$ cat config.mk
export PLATFORM = sky130hd
export DESIGN_NAME = game_ctrl
export DESIGN_NICKNAME = d
export VERILOG_FILES = /design/src/rtl/game_ctrl.sv
export SDC_FILE = /design/constraint.sdc
export NUM_CORES = 1
export LEC_CHECK = 0
export ABC_AREA = 1
export CAP_MARGIN = 20
export CORE_MARGIN = 2
export CORE_UTILIZATION = 30
export DETAILED_ROUTE_END_ITERATION = 10
export SYNTH_ARGS = -nofsm -noshare
export SYNTH_HDL_FRONTEND = slang
export SYNTH_SLANG_ARGS = --single-unit
$ cat constraint.sdc
create_clock -name clock -period 2.69 [get_ports clock]
set_clock_uncertainty 0.05 [all_clocks]
set_input_delay 0.269 -clock clock [delete_from_list [all_inputs] [get_ports clock]]
set_output_delay 0.269 -clock clock [all_outputs]
set_load 0.01 [all_outputs]
$ cat src/rtl/game_ctrl.sv
// game_ctrl: debounces start/clear buttons and sequences the countdown timer through INIT/IDLE/RUN/OVER.
// Latency: raw button edge to state change is DEBOUNCE_CYCLES+4 cycles; game_over to OVER is 1 cycle.
// Backpressure: none; presses arriving in INIT are dropped. Optional auto-restart: GAME_CTRL_AUTO_RESTART_EN.
module game_ctrl #(
   parameter int DEBOUNCE_CYCLES = 50000,
   parameter int BLINK_CYCLES    = 25000000,
   parameter int RESET_PULSE     = 4
) (
   input  logic       clock,
   input  logic       reset,
   input  logic       btn_start,
   input  logic       btn_clear,
   input  logic       game_over,
   output logic       timer_reset,
   output logic       timer_start,
   output logic       running,
   output logic       led_over,
   output logic [1:0] state
);

   localparam int DBC_W   = (DEBOUNCE_CYCLES > 1) ? $clog2(DEBOUNCE_CYCLES) : 1;
   localparam int BLINK_W = (BLINK_CYCLES > 1) ? $clog2(BLINK_CYCLES) : 1;
   localparam int INIT_W  = (RESET_PULSE > 1) ? $clog2(RESET_PULSE) : 1;

   typedef enum logic [1:0] {
      ST_INIT = 2'd0,
      ST_IDLE = 2'd1,
      ST_RUN  = 2'd2,
      ST_OVER = 2'd3
   } state_t;

   // Button lanes: index 0 is start, index 1 is clear.
   logic [1:0]       btn_raw;
   logic [1:0]       sync_1;
   logic [1:0]       sync_2;
   logic [1:0]       dbc_level;
   logic [1:0]       dbc_level_d;
   logic [1:0]       press;
   logic [DBC_W-1:0] dbc_cnt [2];

   logic             start_press;
   logic             clear_press;

   state_t              st;
   state_t              st_nxt;
   logic [INIT_W-1:0]   init_cnt;
   logic [BLINK_W-1:0]  blink_cnt;
   logic                init_done;

`ifdef GAME_CTRL_AUTO_RESTART_EN
   // Set by a start press in OVER so the next INIT runs straight into RUN.
   logic restart;
   logic restart_nxt;
`endif

   assign btn_raw     = {btn_clear, btn_start};
   assign start_press = press[0];
   assign clear_press = press[1];
   assign init_done   = (init_cnt == INIT_W'(RESET_PULSE - 1));
   assign state       = st;

   // Two-flop synchronizer bringing the raw buttons into the clock domain.
   always_ff @(posedge clock) begin
      if (reset) begin
         sync_1 <= '0;
         sync_2 <= '0;
      end else begin
         sync_1 <= btn_raw;
         sync_2 <= sync_1;
      end
   end

   // Debouncer: accept a new level only after DEBOUNCE_CYCLES consecutive differing samples.
   always_ff @(posedge clock) begin
      if (reset) begin
         dbc_level <= '0;
         for (int i = 0; i < 2; i++) begin
            dbc_cnt[i] <= '0;
         end
      end else begin
         for (int i = 0; i < 2; i++) begin
            if (sync_2[i] == dbc_level[i]) begin
               dbc_cnt[i] <= '0;
            end else if (dbc_cnt[i] == DBC_W'(DEBOUNCE_CYCLES - 1)) begin
               dbc_level[i] <= sync_2[i];
               dbc_cnt[i]   <= '0;
            end else begin
               dbc_cnt[i] <= dbc_cnt[i] + DBC_W'(1);
            end
         end
      end
   end

   // Press pulse: one cycle after the debounced level rises; releases are ignored.
   always_ff @(posedge clock) begin
      if (reset) begin
         dbc_level_d <= '0;
         press       <= '0;
      end else begin
         dbc_level_d <= dbc_level;
         press       <= dbc_level & ~dbc_level_d;
      end
   end

   // Next-state logic: clear beats start beats game_over.
   always_comb begin
      st_nxt = st;
`ifdef GAME_CTRL_AUTO_RESTART_EN
      restart_nxt = restart;
`endif
      case (st)
         ST_INIT: begin
            // Presses are dropped here; only the pulse counter matters.
            if (init_done) begin
`ifdef GAME_CTRL_AUTO_RESTART_EN
               // A clear landing on the last INIT cycle still cancels the restart.
               if (restart && !clear_press) begin
                  st_nxt = ST_RUN;
               end else begin
                  st_nxt = ST_IDLE;
               end
               restart_nxt = 1'b0;
`else
               st_nxt = ST_IDLE;
`endif
            end
         end
         ST_IDLE: begin
            if (clear_press) begin
               st_nxt = ST_INIT;
            end else if (start_press) begin
               st_nxt = ST_RUN;
            end
         end
         ST_RUN: begin
            if (clear_press) begin
               st_nxt = ST_INIT;
            end else if (game_over) begin
               st_nxt = ST_OVER;
            end
         end
         ST_OVER: begin
            if (clear_press) begin
               st_nxt = ST_INIT;
`ifdef GAME_CTRL_AUTO_RESTART_EN
            end else if (start_press) begin
               st_nxt      = ST_INIT;
               restart_nxt = 1'b1;
`endif
            end
         end
         default: st_nxt = ST_INIT;
      endcase
`ifdef GAME_CTRL_AUTO_RESTART_EN
      // Any clear press returns to the normal INIT -> IDLE flow.
      if (clear_press) begin
         restart_nxt = 1'b0;
      end
`endif
   end

   // State register and registered outputs derived from the next state.
   always_ff @(posedge clock) begin
      if (reset) begin
         st          <= ST_INIT;
         timer_reset <= 1'b1;
         timer_start <= 1'b0;
         running     <= 1'b0;
      end else begin
         st          <= st_nxt;
         timer_reset <= (st_nxt == ST_INIT);
         timer_start <= (st_nxt == ST_RUN) && (st != ST_RUN);
         running     <= (st_nxt == ST_RUN);
      end
   end

`ifdef GAME_CTRL_AUTO_RESTART_EN
   // Restart flag register.
   always_ff @(posedge clock) begin
      if (reset) begin
         restart <= 1'b0;
      end else begin
         restart <= restart_nxt;
      end
   end
`endif

   // INIT counter: counts cycles spent in INIT, restarting at 0 on every entry.
   always_ff @(posedge clock) begin
      if (reset) begin
         init_cnt <= '0;
      end else if ((st == ST_INIT) && (st_nxt == ST_INIT)) begin
         init_cnt <= init_cnt + INIT_W'(1);
      end else begin
         init_cnt <= '0;
      end
   end

   // Blink generator: led_over lights on OVER entry and toggles every BLINK_CYCLES.
   always_ff @(posedge clock) begin
      if (reset) begin
         blink_cnt <= '0;
         led_over  <= 1'b0;
      end else if (st_nxt == ST_OVER) begin
         if (st != ST_OVER) begin
            blink_cnt <= '0;
            led_over  <= 1'b1;
         end else if (blink_cnt == BLINK_W'(BLINK_CYCLES - 1)) begin
            blink_cnt <= '0;
            led_over  <= ~led_over;
         end else begin
            blink_cnt <= blink_cnt + BLINK_W'(1);
         end
      end else begin
         blink_cnt <= '0;
         led_over  <= 1'b0;
      end
   end

endmodule

-- Word-level counts from Yosys, hierarchy flattened
Memories as Yosys holds them, arrays and structs flattened.
Cells that the tools add are included.
- equal/unequal tests: 13
- add/sub/neg operators: 4
- bitwise gates (word level): 13
- reduce and logical (&&, ||, !) cells: 10
- mux-type cells: 39
- operators with widths (cell ; number):
    two-way mux 16 bit ; 6
    adder 16 x 1 -> 16 bit, second input constant ; 2
    equality test 16 bit, second input constant ; 2
    two-way mux 1 bit ; 26
    adder 25 x 1 -> 25 bit, second input constant ; 1
    equality test 25 bit, second input constant ; 1
    two-way mux 2 bit ; 6
    equality test 2 bit, second input constant ; 5
    case mux 2 bit (4 select lines) ; 1
    OR 1 bit ; 6
    NOT 1 bit ; 5
    logical NOT 2 bit ; 2
    != test 2 bit, second input constant ; 2
    AND reduction 2 bit ; 2
    OR reduction 2 bit ; 2
    OR reduction 4 bit ; 1
    adder 2 x 1 -> 2 bit, second input constant ; 1
    bitwise AND 2 bit ; 1
    equality test 1 bit ; 2
    equality test 2 x 1 -> 1 bit, second input constant ; 1
    logical AND 1 bit ; 2
    NOT 2 bit ; 1
    nonzero test 2 bit ; 1
- input port bits: 5
- RAM bits: 32
- output and inout port bits: 6
- memories: 1
- logic and storage cells: 93
- register bits: 43
- memories (memory ; depth ; bits a word ; rd ports ; clocked after memory_dff ; write ports ; RTL line ; source):
    dbc_cnt ; 2 ; 16 ; 2 ; 0 ; 2 ; 39 ; logic [DBC_W-1:0] dbc_cnt [2];

-- Logic depth before layout (Yosys ltp)
Gate-level depths: netlist of the first run.
- word-level depth: 7
- depth in mapped cells: 9
- gate-level depth less buffers: 9

-- Least setup slack after synthesis of the first run
Ideal clock, no wire load.
- path type: register to register
- from: memory dbc_cnt[1][0] (netlist bit)
- to: memory dbc_cnt[1][10] (netlist bit) (data pin)
- arrival time: 1310 ps
- path slack: 1069 ps
- cell stages (with the launch flop): 10
- required time: 2379 ps
- period minus slack after synthesis: 1621 ps
- cell sequence: edfxtp_1 -> ha_1 -> nand2_1 -> inv_1 -> nand2_1 -> nor2_1 -> nand4_1 -> nand2_2 -> buf_4 -> a21oi_1
- RTL lines (item ; RTL line):
    start: declaration ; 39

==> results of run 1 <==
where the power goes:
group	switching, mW	internal (mW)
Clock	0.431	0.684
Sequential	0.0243	1.22
Combinational	0.0571	0.0345
Total	0.513	1.94
sequential cells by signal, summed over array words and instances (netlist names), 2 cells and up:
signal       cells
sync_1           2
sync_2           2
dbc_level        2
init_cnt         2
dbc_level_d      2
state            2
blink_cnt       25
dbc_cnt         32
press            2
area by class of cell:
cell class | instances | share of cell area
timing repair buffer | 11 | 0.0238
clock inverter | 2 | 0.00277
clock buffer | 14 | 0.0593
tap | 172 | 0.0477
multi-input combinational | 367 | 0.405
sequential | 75 | 0.404
inverter | 69 | 0.0574
cells in the final DEF, fill, tap and decap left out, types with 2 or more instances in the layout:
cell type         n
nand2_2           4
a21oi_1          27
nand3_1          27
nor3_1           24
nand3_2           7
nor3_2            2
nor3_4            2
conb_1           32
nor2_2            6
or2_0             3
nand2_1          92
nor2_1           85
dfxtp_1          43
inv_2             2
clkbuf_8          2
clkbuf_16         9
o21ai_0           9
nor2_4            3
inv_1            67
xnor2_1           4
clkdlybuf4s50_1  10
edfxtp_1         32
nand4_1          11
ha_1              4
xor2_1           16
clkbuf_1          2
per-layer routing:
metal	GRT usage	part of all wire
met1	0.144	0.50
met2	0.178	0.45
met3	0.0232	0.027
met4	0.0557	0.018
met5	0	0
worst paths after layout:
check             slack (ns)  depth (start not counted)        endpoint
setup / recovery        0.84                          8  dbc_cnt[0][10]
hold reg to reg         0.34                          1        press[1]
hold / removal          0.34                          1        press[1]
setup reg to reg        0.84                          8  dbc_cnt[0][10]
metrics by stage:
step	setup slack [ns]	total power [mW]	std cells	cell area, um2
floorplan	1.07	1.33	516	3950
global placement	0.844	1.36	694	4230
detailed placement	0.794	1.36	694	4230
CTS	0.804	2.49	710	4510
global route	0.616	2.56	710	4510
finish	0.843	2.45	710	4510
logic make-up (layout without fill, tap and decap cells):
logic type | after synthesis | in the layout | share of synthesized area
buffers and inverters | 74 | 96 | 0.0783
adder cells (fa/ha/maj) | 4 | 4 | 0.0131
flip-flops | 75 | 75 | 0.475
XOR/XNOR | 20 | 20 | 0.0457
AO/OA/AOI/OAI | 40 | 40 | 0.0542
other | 1 | 32 | 0.000978
AND/OR/NAND/NOR | 271 | 271 | 0.333
==> parameters.txt, run 1 <==
Parameter                              Value

Outcome
  Run status    finished, final reports clean

Cells and area
  N_diodes    0
  Final-stage net count    542
  Seq. cell area    0.00182 mm2
  Combined area of the multi-input logic cells    0.00183 mm2
  Share of layout cells above drive strength 1    0.0799
  Number of filler cells placed in the layout    1302
  Fraction of the core area covered by cells at the end of the flow    0.359
  Area overhead of the layout relative to synthesis    17.7%

Synth
  Most area-hungry cell type in the Yosys netlist    edfxtp_1
  Number of different library cells in the post-synthesis netlist    34
  Mean area per synthesized cell    7.90 um2
  Netlist Area Pre-Place    0.00383 mm2
  Asr flop ratio synth    0
  Number of flops mapped to enable cells by yosys    32
  Post-synthesis cell count    485
  Synth area leaders    edfxtp_1 25%, dfxtp_1 22%, nand2_1 9.0%, nor2_1 8.3%, inv_1 6.6%
  Post-synthesis register bit count    75
  Register area share after synthesis    0.475
  Warnings from Yosys    0
  Top FF cell, synth    dfxtp_1
  Most common cell in the synthesized netlist    nand2_1
  Commonest cells in the synthesized netlist    92 x nand2_1, 85 x nor2_1, 67 x inv_1, 43 x dfxtp_1, 32 x edfxtp_1
  Yosys top cell area share    0.251

Power and ir drop
  Cell area power density    543 mW/mm2
  LEAKAGE    1.67 nW
  Worst VDD drop    0.242 mV

Worst setup path
  Data arrival time of the critical path    1.87 ns
  Combined buffer and inverter count along the critical path    1
  Startpoint class of the critical path    register
  Critical path start-end classification    reg -> reg
  Slowest-stage cell, CP    edfxtp_1
  Cell-by-cell trace of the critical path    ha_1 -> nand2_1 -> inv_1 -> nand2_1 -> nor2_1 -> nand3_1 -> nand2_2 -> nor2_1
  Top fanout value on the critical path    16
  Sort of element at the end of the critical path    register
  Source of the worst register-to-register timing path    dbc_cnt[0][0]
  Slowest cell delay on critical path    0.39 ns
  Cell family with most CP delay    simple AND/OR/NAND/NOR gates
  Crit. Startpoint    dbc_cnt[0][0]
  WP data required    2.71 ns

Detailed routing
  Router iterations before antenna repair    4
  Via count    3056
  First DRT Iteration DRCs    236
  Final routed DRC violation total    0
  Average wire per cell in the routed design    9.82 um
  Post-detailed-route via-to-cell ratio    4.30
  ANT nets after route    0
  Routed Wire Length    6970 um

Global route
  Global-route total usage across every layer    0.112
  Initial antenna violation count    0
  Vias in the first global route    2872
  Global route total overflow    0
  Largest net degree at the start of global routing    26
  Global-route wire length before repair    12200 um

Timing
  Final Critical Period    1.85 ns
  Min Hold Slack    0.339 ns
  Setup repair after global routing missed its margin    no
  Remaining max-slew budget at the tightest pin    0.641
  Final sum of negative setup slack    0 ns
  Highest achievable clock rate    541 MHz
  Transition time at the pin with the least slew margin    0.538 ns
  Hold Fails Final Rpt    0
  Number of setup violations in the final report    0
  Share of the clock period used by the worst path after layout    0.687
  Number of pins exceeding their max-slew limit in the final report    0

Clock network
  Worst-path clk slew    0.06 ns
  CTS Sinks    75
  Post-CTS Setup Repair Bufs    0
  Number of buffers on the longest clock path    2
  Gates resized, CTS repair    0
  CTS HTree Levels    3
  Number of buffers created by CTS    9
  Clock root buffer    clkbuf_16
  Cts hold-fix bufs    0
  TritonCTS clock tree    done
  Clock insertion delay at the later pin of the skew report    0.33 ns

Flow run
  Max Cap Viol    0

Place
  DP Wirelength    5090 um
  RD Place Congestion    0.846
  Count of port buffers added during placement    10

Die
  # IOs    11
  Overall die height    117 um
  Die W    117 um
  Die footprint    0.0137 mm2
  Initial Utilization    0.305
  Floorplan row count    41
  Core area    0.0126 mm2

Worst hold path
  HP Start    dbc_level_d[1]
  Classification of the worst-slack hold path    reg -> reg
Power figures use the tool's default switching activity.
==> run 2: changes to the inputs <==
- clock period: 2.69 -> 1.59 ns (I/O delays scaled with it)
==> parameters.txt, run 2 (same netlist as run 1, synthesis figures left out) <==
Parameter                              Value

Outcome
  Run status    finished with violations
  Violated checks    setup timing

Worst setup path
  WP data required    1.62 ns (-1.09 ns)
  Sort of element at the end of the critical path    register
  Critical path start-end classification    reg -> reg
  Top fanout value on the critical path    4 (-12)
  Source of the worst register-to-register timing path    dbc_cnt[0][0]
  Startpoint class of the critical path    register
  Data arrival time of the critical path    1.68 ns (-0.19 ns)
  Crit. Startpoint    dbc_cnt[0][0]

Clock network
  Worst-path clk slew    0.06 ns (about the same)
  Clock root buffer    clkbuf_16
  TritonCTS clock tree    done
  Number of buffers on the longest clock path    2 (unchanged)
  CTS Sinks    75 (unchanged)
  Clock insertion delay at the later pin of the skew report    0.34 ns (about the same)
  Number of buffers created by CTS    9 (unchanged)
  CTS HTree Levels    3 (unchanged)

Flow run
  Max Cap Viol    0 (unchanged)

Timing
  Share of the clock period used by the worst path after layout    1.03 (+0.346)
  Final Critical Period    1.64 ns (-0.205 ns)
  Hold Fails Final Rpt    0 (unchanged)
  Worst setup slack after layout    -0.0518 ns (-0.895 ns)
  Highest achievable clock rate    609 MHz (+12%)
  Number of pins exceeding their max-slew limit in the final report    0 (unchanged)
  Number of setup violations in the final report    23 (+23)
  Setup repair after global routing missed its margin    yes

Die
  Floorplan row count    41 (unchanged)
  Die W    117 um (unchanged)
  Core area    0.0126 mm2 (unchanged)
  Die footprint    0.0137 mm2 (unchanged)
  Initial Utilization    0.305 (unchanged)
  Overall die height    117 um (unchanged)
  # IOs    11 (unchanged)

Cells and area
  Max reg flops    32 (unchanged)
  N_diodes    0 (unchanged)
  Fraction of the core area covered by cells at the end of the flow    0.417 (+0.0583)
  Register name with the most flops    dbc_cnt
  Area overhead of the layout relative to synthesis    36.8%
  Most common cell after layout, fill and taps aside    nand2_1
  Registers with the most flip-flops    dbc_cnt x32, blink_cnt x25
  Number of filler cells placed in the layout    1199 (-7.9%)
  Final-stage net count    587 (+8.3%)
  Share of layout cells above drive strength 1    0.228 (+0.148)
  Commonest cells after routing, fill and taps aside    86 x nand2_1, 74 x nor2_1, 65 x inv_1, 41 x dfxtp_1, 38 x buf_4

Detailed routing
  Router iterations before antenna repair    4 (unchanged)
  Post-detailed-route via-to-cell ratio    4.43 (+3.0%)
  Average wire per cell in the routed design    10.7 um (+9.1%)
  Via count    3348 (+9.6%)
  First DRT Iteration DRCs    209 (-11%)
  Final routed DRC violation total    0 (unchanged)
  ANT nets after route    0 (unchanged)
  Routed Wire Length    8090 um (+16%)

Global route
  Met3 track utilization from global routing    0.0288 (+0.00566)
  Initial antenna violation count    0 (unchanged)
  Vias in the first global route    3129 (+8.9%)
  Global-route wire length before repair    13200 um (+7.6%)
  Global-route total usage across every layer    0.120 (+0.00866)
  GR met2 Demand/Resource    0.205 (+0.0270)
  Largest net degree at the start of global routing    26 (unchanged)
  Global route total overflow    0 (unchanged)
  GRT met1 Usage    0.145 (+0.00114)
  Most congested layer reported by global routing    met2

Place
  Count of port buffers added during placement    10 (unchanged)
  RD Place Congestion    0.861 (+1.7%)
  DP Wirelength    5560 um (+9.2%)
  Worst setup slack after placement    -0.114 ns (-0.908 ns)

Power and ir drop
  Final Total Pwr    4.49 mW (+83%)
  Cell area power density    856 mW/mm2 (+58%)
  Worst VDD drop    0.473 mV (+96%)
  LEAKAGE    1.98 nW (+18%)

Worst hold path
  HP Start    btn_clear
  Classification of the worst-slack hold path    in -> reg
run 2: changes by cell type in the layout (fill, tap and decap cells not counted), moves of 6 or more:
cell	change
nor2_2	+7
buf_4	+37
nand2_1	-6
a21oi_2	+10
nor2_1	-11
a21oi_1	-11
run 2: what timing repair did:
action	CTS	global route
endpoints found under the hold margin	0	0
pin swaps	5	18
gates cloned	2	1
setup buffers	7	12
resized for setup	16	55
hold buffers	0	0
endpoints found under the setup margin	58	59
run 2: power by group:
group	internal, mW	leakage [nW]	total [mW]	switching [mW]
Sequential	2.06	0.679	2.10	0.0415
Combinational	0.101	1.14	0.234	0.133
Clock	1.35	0.157	2.15	0.797
Total	3.52	1.98	4.49	0.971
run 2: path summary, 6_finish.rpt:
path / to / cells after the start / slack, ns
setup reg to reg: dbc_cnt[0][12] / 7 / -0.05
setup / recovery: dbc_cnt[0][12] / 7 / -0.05
hold reg to reg: press[1] / 1 / 0.33
hold / removal: sync_1[1] / 3 / 0.33
run 2: cell type report:
class / count / area (um2) / area share
Tap cell: 172 / 215 / 0.0410
Clock buffer: 11 / 264 / 0.0503
Multi-Input combinational cell: 368 / 2110 / 0.402
Timing Repair Buffer: 55 / 515 / 0.0983
Inverter: 69 / 262 / 0.0499
Sequential cell: 75 / 1820 / 0.348
Clock inverter: 5 / 57.6 / 0.0110
run 2: through the flow:
| step | setup TNS (ns) | instance area (um2) | cells | hold slack [ns] |
|---|---|---|---|---|
| floorplan | 0 | 3970 | 516 | 0.216 |
| global placement | -0.518 | 4470 | 721 | 0.329 |
| detailed placement | -2.48 | 4470 | 721 | 0.327 |
| CTS | -0.912 | 4940 | 746 | 0.333 |
| global route | -3.07 | 5250 | 755 | 0.340 |
| finish | -0.366 | 5250 | 755 | 0.326 |
run 2: worst max-delay path, stage by stage, from the launching register on:
cell and delay [ns]:
edfxtp_1 0.40, ha_4 0.17, nand2_4 0.06, buf_4 0.14, nor3_4 0.22, nand3_2 0.14, o21bai_1 0.14, a21oi_1 0.07
run 2: metal layers:
metal,part of all wire,wire [um],up-vias
met5,0,0,-
met4,0.023,186,0
met3,0.027,217,17
met2,0.47,3840,39
met1,0.48,3850,1571
li1,-,-,1721
